`config.mk`:
```
export PLATFORM = sky130hd
export DESIGN_NAME = muldiv_unit
export DESIGN_NICKNAME = d
export VERILOG_FILES = /design/src/rtl/muldiv_unit.sv
export SDC_FILE = /design/constraint.sdc
export NUM_CORES = 1
export LEC_CHECK = 0
export ABC_AREA = 1
export CORE_MARGIN = 2
export CORE_UTILIZATION = 35
export DETAILED_ROUTE_END_ITERATION = 7
export SLEW_MARGIN = 5
export SYNTH_ARGS = -nofsm -noshare
export SYNTH_HDL_FRONTEND = slang
export SYNTH_SLANG_ARGS = --single-unit
```
`constraint.sdc`:
```
create_clock -name clk -period 6.3 [get_ports clk]
set_clock_uncertainty 0.05 [all_clocks]
set_input_delay 1.26 -clock clk [delete_from_list [all_inputs] [get_ports clk]]
set_output_delay 1.26 -clock clk [all_outputs]
set_load 0.01 [all_outputs]
```
`src/rtl/muldiv_unit.sv`:
```
// muldiv_unit: iterative RV32M multiply/divide unit with valid/ready handoff to writeback.
// Ports: clk/rst_n (async active-low); in_valid/in_ready/in_op/in_rs1/in_rs2/in_rd operation request;
// flush aborts the in-flight operation; out_valid/out_ready/out_result/out_rd result handshake; busy = not idle.
module muldiv_unit #(
  parameter int XLEN  = 32,
  parameter int CNT_W = 5
) (
  input  logic            clk,
  input  logic            rst_n,
  input  logic            in_valid,
  output logic            in_ready,
  input  logic [2:0]      in_op,
  input  logic [XLEN-1:0] in_rs1,
  input  logic [XLEN-1:0] in_rs2,
  input  logic [4:0]      in_rd,
  input  logic            flush,
  output logic            out_valid,
  input  logic            out_ready,
  output logic [XLEN-1:0] out_result,
  output logic [4:0]      out_rd,
  output logic            busy
);
  typedef enum logic [1:0] {IDLE, CALC, FIN, DONE} state_t;
  localparam logic [XLEN-1:0] MIN = {1'b1, {(XLEN-1){1'b0}}};
  state_t st, st_nx;
  logic [CNT_W-1:0] cnt;
  logic [2:0] op_q;
  logic [XLEN-1:0] a_q, hi, lo;
  logic neg_q, negr_q;
  assign in_ready = st == IDLE;
  assign busy = st != IDLE;
  logic sgn1, sgn2, s1, s2, div_zero, ovf, special;
  logic [XLEN-1:0] m1, m2, special_res;
  assign sgn1 = in_op[2] ? ~in_op[0] : (in_op == 3'd1 || in_op == 3'd2);
  assign sgn2 = in_op[2] ? ~in_op[0] : (in_op == 3'd1);
  assign s1 = sgn1 & in_rs1[XLEN-1];
  assign s2 = sgn2 & in_rs2[XLEN-1];
  assign m1 = s1 ? -in_rs1 : in_rs1;
  assign m2 = s2 ? -in_rs2 : in_rs2;
  assign div_zero = in_op[2] & (in_rs2 == '0);
  assign ovf = in_op[2] & ~in_op[0] & (in_rs1 == MIN) & (in_rs2 == '1);
  assign special = div_zero | ovf;
  assign special_res = div_zero ? (in_op[1] ? in_rs1 : '1) : (in_op[1] ? '0 : MIN);
  // Multiply step: {hi,lo} starts as {0,multiplier}; add multiplicand into hi on lo[0], shift right.
  logic [XLEN:0] mul_sum;
  logic [XLEN-1:0] mul_hi, mul_lo;
  assign mul_sum = {1'b0, hi} + (lo[0] ? {1'b0, a_q} : '0);
  assign mul_hi = mul_sum[XLEN:1];
  assign mul_lo = {mul_sum[0], lo[XLEN-1:1]};
  // Restoring divide step: hi is the partial remainder, lo shifts dividend bits out and quotient bits in.
  logic [XLEN:0] r_sh, diff;
  logic fits;
  logic [XLEN-1:0] div_hi, div_lo;
  assign r_sh = {hi, lo[XLEN-1]};
  assign diff = r_sh - {1'b0, a_q};
  assign fits = r_sh >= {1'b0, a_q};
  assign div_hi = fits ? diff[XLEN-1:0] : r_sh[XLEN-1:0];
  assign div_lo = {lo[XLEN-2:0], fits};
  logic [2*XLEN-1:0] prod, prod_c;
  logic [XLEN-1:0] quo, rem, fin_res;
  assign prod = {hi, lo};
  assign prod_c = neg_q ? -prod : prod;
  assign quo = neg_q ? -lo : lo;
  assign rem = negr_q ? -hi : hi;
  assign fin_res = op_q[2] ? (op_q[1] ? rem : quo) :
                   (op_q[1:0] == 2'd0 ? prod_c[XLEN-1:0] : prod_c[2*XLEN-1:XLEN]);
  always_comb begin
    st_nx = st;
    case (st)
      IDLE: st_nx = in_valid ? (special ? DONE : CALC) : IDLE;
      CALC: st_nx = cnt == CNT_W'(XLEN-1) ? FIN : CALC;
      FIN:  st_nx = DONE;
      DONE: st_nx = out_ready ? IDLE : DONE;
    endcase
    if (flush) st_nx = IDLE;
  end
  always_ff @(posedge clk or negedge rst_n)
    if (!rst_n) st <= IDLE;
    else st <= st_nx;
  always_ff @(posedge clk or negedge rst_n)
    if (!rst_n) begin
      cnt <= '0;
      op_q <= '0;
      a_q <= '0;
      hi <= '0;
      lo <= '0;
      neg_q <= 1'b0;
      negr_q <= 1'b0;
      out_valid <= 1'b0;
      out_result <= '0;
      out_rd <= '0;
    end else if (flush) begin
      out_valid <= 1'b0;
      cnt <= '0;
    end else begin
      case (st)
        IDLE: if (in_valid) begin
          op_q <= in_op;
          out_rd <= in_rd;
          cnt <= '0;
          neg_q <= s1 ^ s2;
          negr_q <= s1;
          hi <= '0;
          a_q <= in_op[2] ? m2 : m1;
          lo <= in_op[2] ? m1 : m2;
          if (special) begin
            out_result <= special_res;
            out_valid <= 1'b1;
          end
        end
        CALC: begin
          cnt <= cnt + 1'b1;
          hi <= op_q[2] ? div_hi : mul_hi;
          lo <= op_q[2] ? div_lo : mul_lo;
        end
        FIN: begin
          out_result <= fin_res;
          out_valid <= 1'b1;
        end
        DONE: if (out_ready) out_valid <= 1'b0;
      endcase
    end
endmodule
```
======== After elaboration in Yosys (flattened, before gate mapping) ========
Index checks and enable logic that the tools add are counted.
storage, ports and cells
  flip-flop bits (word level) ............. 146
  output and inout bits ................... 40
operators by class
  $add $sub $neg .......................... 8
  magnitude comparators ................... 1
  equal/unequal tests ..................... 13
  multiplexer cells ....................... 40
  bitwise operators ....................... 10
  reductions and logical operators ........ 14
operators with widths
  kind                                          number
  2-to-1 mux 32 bit                             20
  one-hot mux 32 bit (2 select lines)           3
  negator 32 bit                                4
  equality test 32 bit (second input constant)  2
  2-to-1 mux 64 bit                             1
  negator 64 bit                                1
  adder 32 x 32 -> 33 bit                       1
  greater-or-equal comparator 33 x 32 -> 1 bit  1
  zero test 32 bit                              1
  subtractor 32 bit                             1
  2-to-1 mux 2 bit                              5
  2-to-1 mux 5 bit                              2
  one-hot mux 5 bit (2 select lines)            1
  one-hot mux 2 bit (4 select lines)            1
  AND reduction 4 bit                           2
  bitwise AND 1 bit                             6
  2-to-1 mux 1 bit                              6
  AND reduction 3 bit                           2
  nonzero test 2 bit                            3
  adder 5 x 1 -> 5 bit (second input constant)  1
  equality test 5 bit (second input constant)   1
  equality test 2 bit (second input constant)   2
  zero test 2 bit                               2
  nonzero test 4 bit                            1
  15 further kinds                              16

======== Longest topological paths before layout ========
Gate-level depths: netlist of the first run.
  depth in word-level cells ............... 9
  depth in mapped cells ................... 20
  gate-level depth less buffers ........... 18

======== Worst setup path after synthesis of the first run ========
Ideal clock, no wire load.
  kind .................................... input to register
  start point ............................. in in_rs2[0]
  end point ............................... reg out_result[12]
  arrival time ............................ 2.810 ns
  data required time ...................... 6.132 ns
  setup slack ............................. 3.322 ns
  stages on the path ...................... 13
  cells stage by stage .................... inv_1 ha_1 nand3_2 nor3_4 nand2_1 nor3_4 inv_2 nand3_2 nand3_4 buf_6 buf_6 nand2_2 nand2_1
between the ends
  cells in the longest elaborated chain, start to end .. 6
  elaborated cells between the ends (all ways) .. 11
  those cells by class .................... eq/ne (2); mux (4); bitwise (3); reduce/logical (2)
RTL lines
  what                                 RTL line  text
  start, declared                      14        input logic [XLEN-1:0] in_rs2,
  zero test 32 bit                     40        assign div_zero = in_op[2] & (in_rs2 == '0);
  bitwise AND 1 bit                    40
  2-to-1 mux 32 bit                    43        assign special_res = div_zero ? (in_op[1] ? in_rs1 : '1) : (in_op[1] ? '0 : MIN);
  2-to-1 mux 32 bit                    106       if (special) begin
  2-to-1 mux 32 bit                    97        IDLE: if (in_valid) begin
  one-hot mux 32 bit (2 select lines)  96        case (st)
  end signal, assigned                 107       out_result <= special_res;
  end signal, assigned                 117       out_result <= fin_res;
  end, declared                        19        output logic [XLEN-1:0] out_result,
Several ways; a longest one is shown, not always the timed one. The select of a mux whose other input is x is not followed.
A chain may end at the register's enable or synchronous reset.

======== Worst setup path after layout of the first run ========
  start point ............................. in in_op[1]
  end point ............................... reg a_q[26]
between the ends
  cells in the longest elaborated chain, start to end .. 6
  elaborated cells between the ends (all ways) .. 10
  those cells by class .................... eq/ne (2); mux (5); bitwise (2); reduce/logical (1)
RTL lines
  what                                                                                 RTL line  text
  start, declared                                                                      12        input logic [2:0] in_op,
  equality test 3 x 1 -> 1 bit / equality test 3 x 2 -> 1 bit (equally long branches)  34, 35
  logical OR 1 bit                                                                     34        assign sgn1 = in_op[2] ? ~in_op[0] : (in_op == 3'd1 || in_op == 3'd2);
  2-to-1 mux 1 bit                                                                     34
  bitwise AND 1 bit                                                                    36        assign s1 = sgn1 & in_rs1[XLEN-1];
  2-to-1 mux 32 bit                                                                    38        assign m1 = s1 ? -in_rs1 : in_rs1;
  2-to-1 mux 32 bit *                                                                  104       a_q <= in_op[2] ? m2 : m1;
  end signal, assigned                                                                 104
  end, declared                                                                        28        logic [XLEN-1:0] a_q, hi, lo;
Every way passes the cells marked *; elsewhere a longest branch is shown, timed or not.

==> results.cfg, run 1 <==
[route]
drt_wl_cell_um = 21.5
postRouteAntennaNets = 0
route.vias.total = 21700
drtIter0Drc = 2447
wirelength_um = 82900
dr.pass1.iters = 7
drt-vias-per-instance = 5.65
post-route-drc-count = 0

[global_routing]
grt_busiest_layer = met2
grt_max_degree = 99
vias_in_the_first_global_route = 20200
grt_use_met3 = 0.0588
globalRouteMet2Util = 0.486
grt_pass1_wl_um = 125000
global_route.usage.met1 = 0.405
track_usage = 0.309
grt_remaining_overflow = 0
antenna_found_initial = 1

[critical_path]
path_class = in -> reg
worstSetupEndpointType = register
rrSetupSlack_ps = 2480
timing.rr.end = hi[4]
required_ps = 6550
critical_path_capture_point = a_q[26]
crit_arrival_ps = 4310
timing.critical_path.from = in_op[1]
critPathMaxFanout = 30
worst_reg2reg_path_length_in_cells = 13
reg2reg_from = lo[31]
setup.worst_path.start_class = input port

[synth]
ys_flop_type = sky130_fd_sc_hd__dfrtp_1
syn-mean-instance-area_um2 = 5.73
synth_register_bits = 146
synth_sequential_area_ratio = 0.204
synth_async_sr_flop_share = 1.00
ys.warnings.count = 0
syn_area_um2 = 17900
synth_edf_count = 0
syn-instance-count = 3122
yosys.cell_types.count = 52
synth_nets = 3272

[pwr]
sequentialPowerShare = 0.178
power_frac_comb = 0.724
power_report.internal_total_mw = 4.50
report.power.total_mw = 11.3
power.density_nw_per_um2 = 562
vdd_drop_max_mv = 0.242
power.net_switching_mw = 6.85
power.share.clock = 0.098
power_switching_share = 0.604
leakagePower_nw = 9.83

[sta]
rsz_0062_raised_after_global_routing = no
period_minus_slack_ps = 4060
count_of_endpoints_failing_hold_in_the_final_timing_report = 0
setup_viol = 0
max_freq_mhz = 246
fin_setup_tns_ps = 0
tightest_slew_ps = 1180
hold_slack_final_ps = 435
finalCritPeriodShare = 0.645
maxSlewViolCount = 0
timing.slew.headroom = 0.213
worst_slack_ps = 2240

[status]
result_of_the_run = complete, no violations

[place]
place_congestion = 1.05
placedInstanceArea_um2 = 19600
pre_cts_ws_ps = 1890
post-place-cells = 3818
hpwl_um = 66400
port-buffer-count = 116

[cells_and_area]
final_design_area_no_fill_um2 = 20200
fin_util = 0.402
flow.area_growth_from_synthesis_pct = 12.9
final_cell_count_no_fill = 3851
drive_gt1_frac = 0.0419
fin_nets = 3315

[die]
floorplan.die_area_um2 = 53000
core_region_area_um2 = 50300
ioPinCount = 117
width_of_the_chip_um = 230
die_outline_height_um = 230
floorplan.initialDensity = 0.356
num_rows = 82

[cts]
post_cts_setup_repair_buffer_count = 0
cts.sink_count = 146
cts_tree = yes
ctsLongestPathBuffers = 2
cts.htree.levels = 4
cts_resized = 0
cts_made_buffers = 17
cts_root_buf = sky130_fd_sc_hd__clkbuf_16
clock_latency_ps = 460
cts.reportedPaths.clkPinSlew_ps = 70
cts_hold_buffers = 0

[job]
cap_violations = 0

[min_path]
min_path_type = reg -> reg
## placed cells by master (no fill, tap or decap), drive strengths merged, types with 10 or more instances in the layout
master,instances
clkbuf,18
ha,71
o211ai,52
a31oi,10
o21bai,17
buf,25
nand4,59
a22oi,15
dfrtp,146
nor3,35
inv,375
or2,22
nand2,926
o221ai,18
xor2,68
nand3,329
o21ai,215
nand3b,14
clkdlybuf4s50,115
nor2,362
a21oi,224
## cells in the mapped netlist, types with 15 or more instances
library cell               number  area share
sky130_fd_sc_hd__a21oi_1      224       0.063
sky130_fd_sc_hd__a22oi_1       15      0.0063
sky130_fd_sc_hd__buf_1         16      0.0034
sky130_fd_sc_hd__buf_2         26      0.0073
sky130_fd_sc_hd__clkbuf_1      68       0.014
sky130_fd_sc_hd__dfrtp_1      146        0.20
sky130_fd_sc_hd__ha_1          71       0.050
sky130_fd_sc_hd__inv_1        348       0.073
sky130_fd_sc_hd__inv_2         18      0.0038
sky130_fd_sc_hd__nand2_1      912        0.19
sky130_fd_sc_hd__nand3_1      323       0.090
sky130_fd_sc_hd__nand4_1       59       0.021
sky130_fd_sc_hd__nor2_1       355       0.074
sky130_fd_sc_hd__nor3_1        32      0.0089
sky130_fd_sc_hd__o211ai_1      52       0.022
sky130_fd_sc_hd__o21ai_0      205       0.057
sky130_fd_sc_hd__o21bai_1      17      0.0071
sky130_fd_sc_hd__o221ai_1      18      0.0088
sky130_fd_sc_hd__or2_2         18      0.0063
sky130_fd_sc_hd__xor2_1        68       0.033
## registers in the layout (all words and copies together) (netlist names)
name	flops
a_q	32
cnt	5
hi	32
lo	32
neg_q	1
negr_q	1
op_q	3
out_rd	5
out_result	32
out_valid	1
st	2
## cell type report
class | count | area (µm²)
fillers | 5674 | 30100
multi-input cells | 2489 | 12300
flip-flops and latches | 146 | 3660
inverters | 371 | 1400
repair buffers | 140 | 1340
well taps | 672 | 841
clock buffers | 18 | 439
clock inverters | 14 | 181
diodes | 1 | 2.50
## cell families after synthesis
kind of cell | synth area share
buf+inv | 0.107
flops | 0.204
simple gates | 0.417
compound gates | 0.184
xor+xnor | 0.0362
fa+ha+maj | 0.0519
## worst max-delay path, stage by stage
cell and delay [ps]:
sky130_fd_sc_hd__clkdlybuf4s50_1 590, sky130_fd_sc_hd__inv_2 440, sky130_fd_sc_hd__nand2_1 180, sky130_fd_sc_hd__nand2_1 110, sky130_fd_sc_hd__nand3_2 310, sky130_fd_sc_hd__inv_2 490
sky130_fd_sc_hd__nand2_1 150, sky130_fd_sc_hd__nand2_1 120, sky130_fd_sc_hd__inv_2 50, sky130_fd_sc_hd__nand3_1 80, sky130_fd_sc_hd__a21oi_1 70, sky130_fd_sc_hd__o21ai_0 300
sky130_fd_sc_hd__o21ai_0 150
## per-layer routing
metal	routed length [µm]	up-vias
met1	34400	10100
li1	-	10400
met3	7470	218
met2	36300	1117
met5	13	-
met4	4680	2
## power groups by stage
stage / clock network [mW] / logic (mW) / registers [mW]
finish: 1.11 / 8.22 / 2.02
global route: 1.15 / 8.99 / 2.05
CTS: 1.12 / 7.97 / 2.00
detailed placement: 0 / 7.93 / 2.01
global placement: 0 / 7.92 / 2.02
floorplan: 0 / 5.37 / 1.74
## worst min-delay path by stage
stage,from,end,slack (ps),depth (start not counted)
CTS,out_valid,out_valid,440,2
floorplan,op_q[0],op_q[0],420,2
detailed placement,out_rd[3],out_rd[3],420,2
global placement,out_valid,out_valid,410,2
global route,out_valid,out_valid,460,2
finish,out_valid,out_valid,440,2
Note: power is estimated with default switching activity, not from simulation.
==> inputs of run 2 (changes only) <==
==> constraint.sdc (replaced) <==
create_clock -name clk -period 3.4 [get_ports clk]
set_clock_uncertainty 0.05 [all_clocks]
set_input_delay 0.68 -clock clk [delete_from_list [all_inputs] [get_ports clk]]
set_output_delay 0.68 -clock clk [all_outputs]
set_load 0.01 [all_outputs]
==> results.cfg, run 2 (same netlist as run 1, synthesis figures left out) <==
[status]
result_of_the_run = complete, no violations

[pwr]
power_frac_comb = 0.753
power.net_switching_mw = 13.1
vdd_drop_max_mv = 0.477
leakagePower_nw = 10.4
power.share.clock = 0.086
power_switching_share = 0.596
power.density_nw_per_um2 = 1040
sequentialPowerShare = 0.161
power_report.internal_total_mw = 8.87
report.power.total_mw = 22.0

[global_routing]
antenna_found_initial = 4
grt_max_degree = 111
track_usage = 0.325
grt_remaining_overflow = 0
grt_pass1_wl_um = 130000
vias_in_the_first_global_route = 20500

[route]
drtIter0Drc = 2936
dr.pass1.iters = 7
route.vias.total = 22200
post-route-drc-count = 0
drt_wl_cell_um = 21.9
drt-vias-per-instance = 5.61
wirelength_um = 86600
postRouteAntennaNets = 0

[place]
place_congestion = 1.04
placedInstanceArea_um2 = 20500
port-buffer-count = 116
post-place-cells = 3932
hpwl_um = 71400

[sta]
count_of_endpoints_failing_hold_in_the_final_timing_report = 0
hold_slack_final_ps = 151
timing.slew.headroom = 0.501
period_minus_slack_ps = 3130
fin_setup_tns_ps = 0
tightest_slew_ps = 748
maxSlewViolCount = 0
rsz_0062_raised_after_global_routing = no
max_freq_mhz = 320
setup_viol = 0
finalCritPeriodShare = 0.919

[cells_and_area]
mostFrequentLayoutCell = sky130_fd_sc_hd__nand2_1
commonest_cells_after_routing_fill_and_taps_aside = sky130_fd_sc_hd__nand2_1 (912), sky130_fd_sc_hd__nor2_1 (352), sky130_fd_sc_hd__inv_1 (346), sky130_fd_sc_hd__nand3_1 (323), sky130_fd_sc_hd__a21oi_1 (224)
final_cell_count_no_fill = 3963
final_design_area_no_fill_um2 = 21100
drive_gt1_frac = 0.0744
antenna-diode-count = 0
n_fill_cell = 5628
fin_nets = 3429
flow.area_growth_from_synthesis_pct = 17.7

[cts]
cts_root_buf = sky130_fd_sc_hd__clkbuf_16
cts_tree = yes
cts.htree.levels = 4
cts_hold_buffers = 0
cts_made_buffers = 17
cts_resized = 0
post_cts_setup_repair_buffer_count = 0
ctsLongestPathBuffers = 2
cts.sink_count = 146
cts.reportedPaths.clkPinSlew_ps = 70
clock_latency_ps = 470

[die]
num_rows = 82
width_of_the_chip_um = 230
core_region_area_um2 = 50300
die_outline_height_um = 230
floorplan.die_area_um2 = 53000
ioPinCount = 117
floorplan.initialDensity = 0.356

[critical_path]
required_ps = 3710
worst_reg2reg_path_length_in_cells = 16
critPathMaxFanout = 19
reg2reg_from = lo[0]
crit_arrival_ps = 3440
timing.rr.end = out_result[14]
worstSetupEndpointType = register
rrSetupSlack_ps = 270
setup.worst_path.start_class = register
path_class = reg -> reg

[job]
cap_violations = 0

[min_path]
min_path_type = in -> async
==> run 2: changes by cell type in the layout (fill, tap and decap cells not counted), sizes merged <==
cell,before,now
inv,375,369
bufinv,2,1
buf,25,139
clkinvlp,0,6
diode,1,0
==> run 2: how the worst max path moves through the flow <==
stage	start	to	slack (ps)	cells after the start
final	lo[0]	out_result[14]	270	16
after global placement	in_rs2[1]	out_result[10]	200	14
after CTS	a_q[22]	hi[19]	340	16
after floorplan	lo[0]	hi[19]	770	15
after detailed placement	in_rs2[1]	out_result[10]	130	14
after global routing	lo[0]	out_result[22]	50	16
==> run 2: area by class of cell <==
cell class              count  area, µm²  share of cell area
multi-input cells        2489      12300               0.586
flip-flops and latches    146       3660               0.173
repair buffers            254       2270               0.108
inverters                 371       1400              0.0664
well taps                 672        841              0.0399
clock buffers              18        429              0.0204
clock inverters            13        128             0.00606
==> run 2: per-stage QoR <==
step           utilization  worst slack, ps
6_report             0.419              275
5_1_grt              0.419             46.5
4_1_cts              0.419              345
3_5_place_dp         0.408              134
3_3_place_gp         0.408              197
2_1_floorplan            -              775
==> run 2: power groups by stage <==
stage | logic [mW] | clock network [mW] | registers, mW
finish | 16.5 | 1.89 | 3.54
global route | 17.9 | 1.97 | 3.60
CTS | 16.1 | 1.89 | 3.50
detailed placement | 16.0 | 0 | 3.51
global placement | 16.0 | 0 | 3.54
floorplan | 9.94 | 0 | 3.23
==> run 2: critical path, cell delays in order, from the launching register on <==
cell and delay [ps]:
sky130_fd_sc_hd__dfrtp_1 480, sky130_fd_sc_hd__buf_4 270, sky130_fd_sc_hd__inv_2 120, sky130_fd_sc_hd__ha_1 190, sky130_fd_sc_hd__nand3_1 150, sky130_fd_sc_hd__nor2_1 230
sky130_fd_sc_hd__nand3_1 120, sky130_fd_sc_hd__nand2_1 190, sky130_fd_sc_hd__nand2_1 150, sky130_fd_sc_hd__inv_1 180, sky130_fd_sc_hd__nand2_1 130, sky130_fd_sc_hd__xor2_1 280
sky130_fd_sc_hd__nand2_1 90, sky130_fd_sc_hd__nand2_1 150, sky130_fd_sc_hd__nand2_1 100, sky130_fd_sc_hd__nand3_1 100, sky130_fd_sc_hd__nand2_1 50
==> run 2: routing by layer <==
layer / vias up / GRT usage / routed length, µm
met5: - / 0 / 54
met4: 8 / 0.175 / 5220
met3: 223 / 0.0496 / 7360
met2: 1206 / 0.513 / 38300
met1: 10200 / 0.425 / 35600
li1: 10600 / - / -
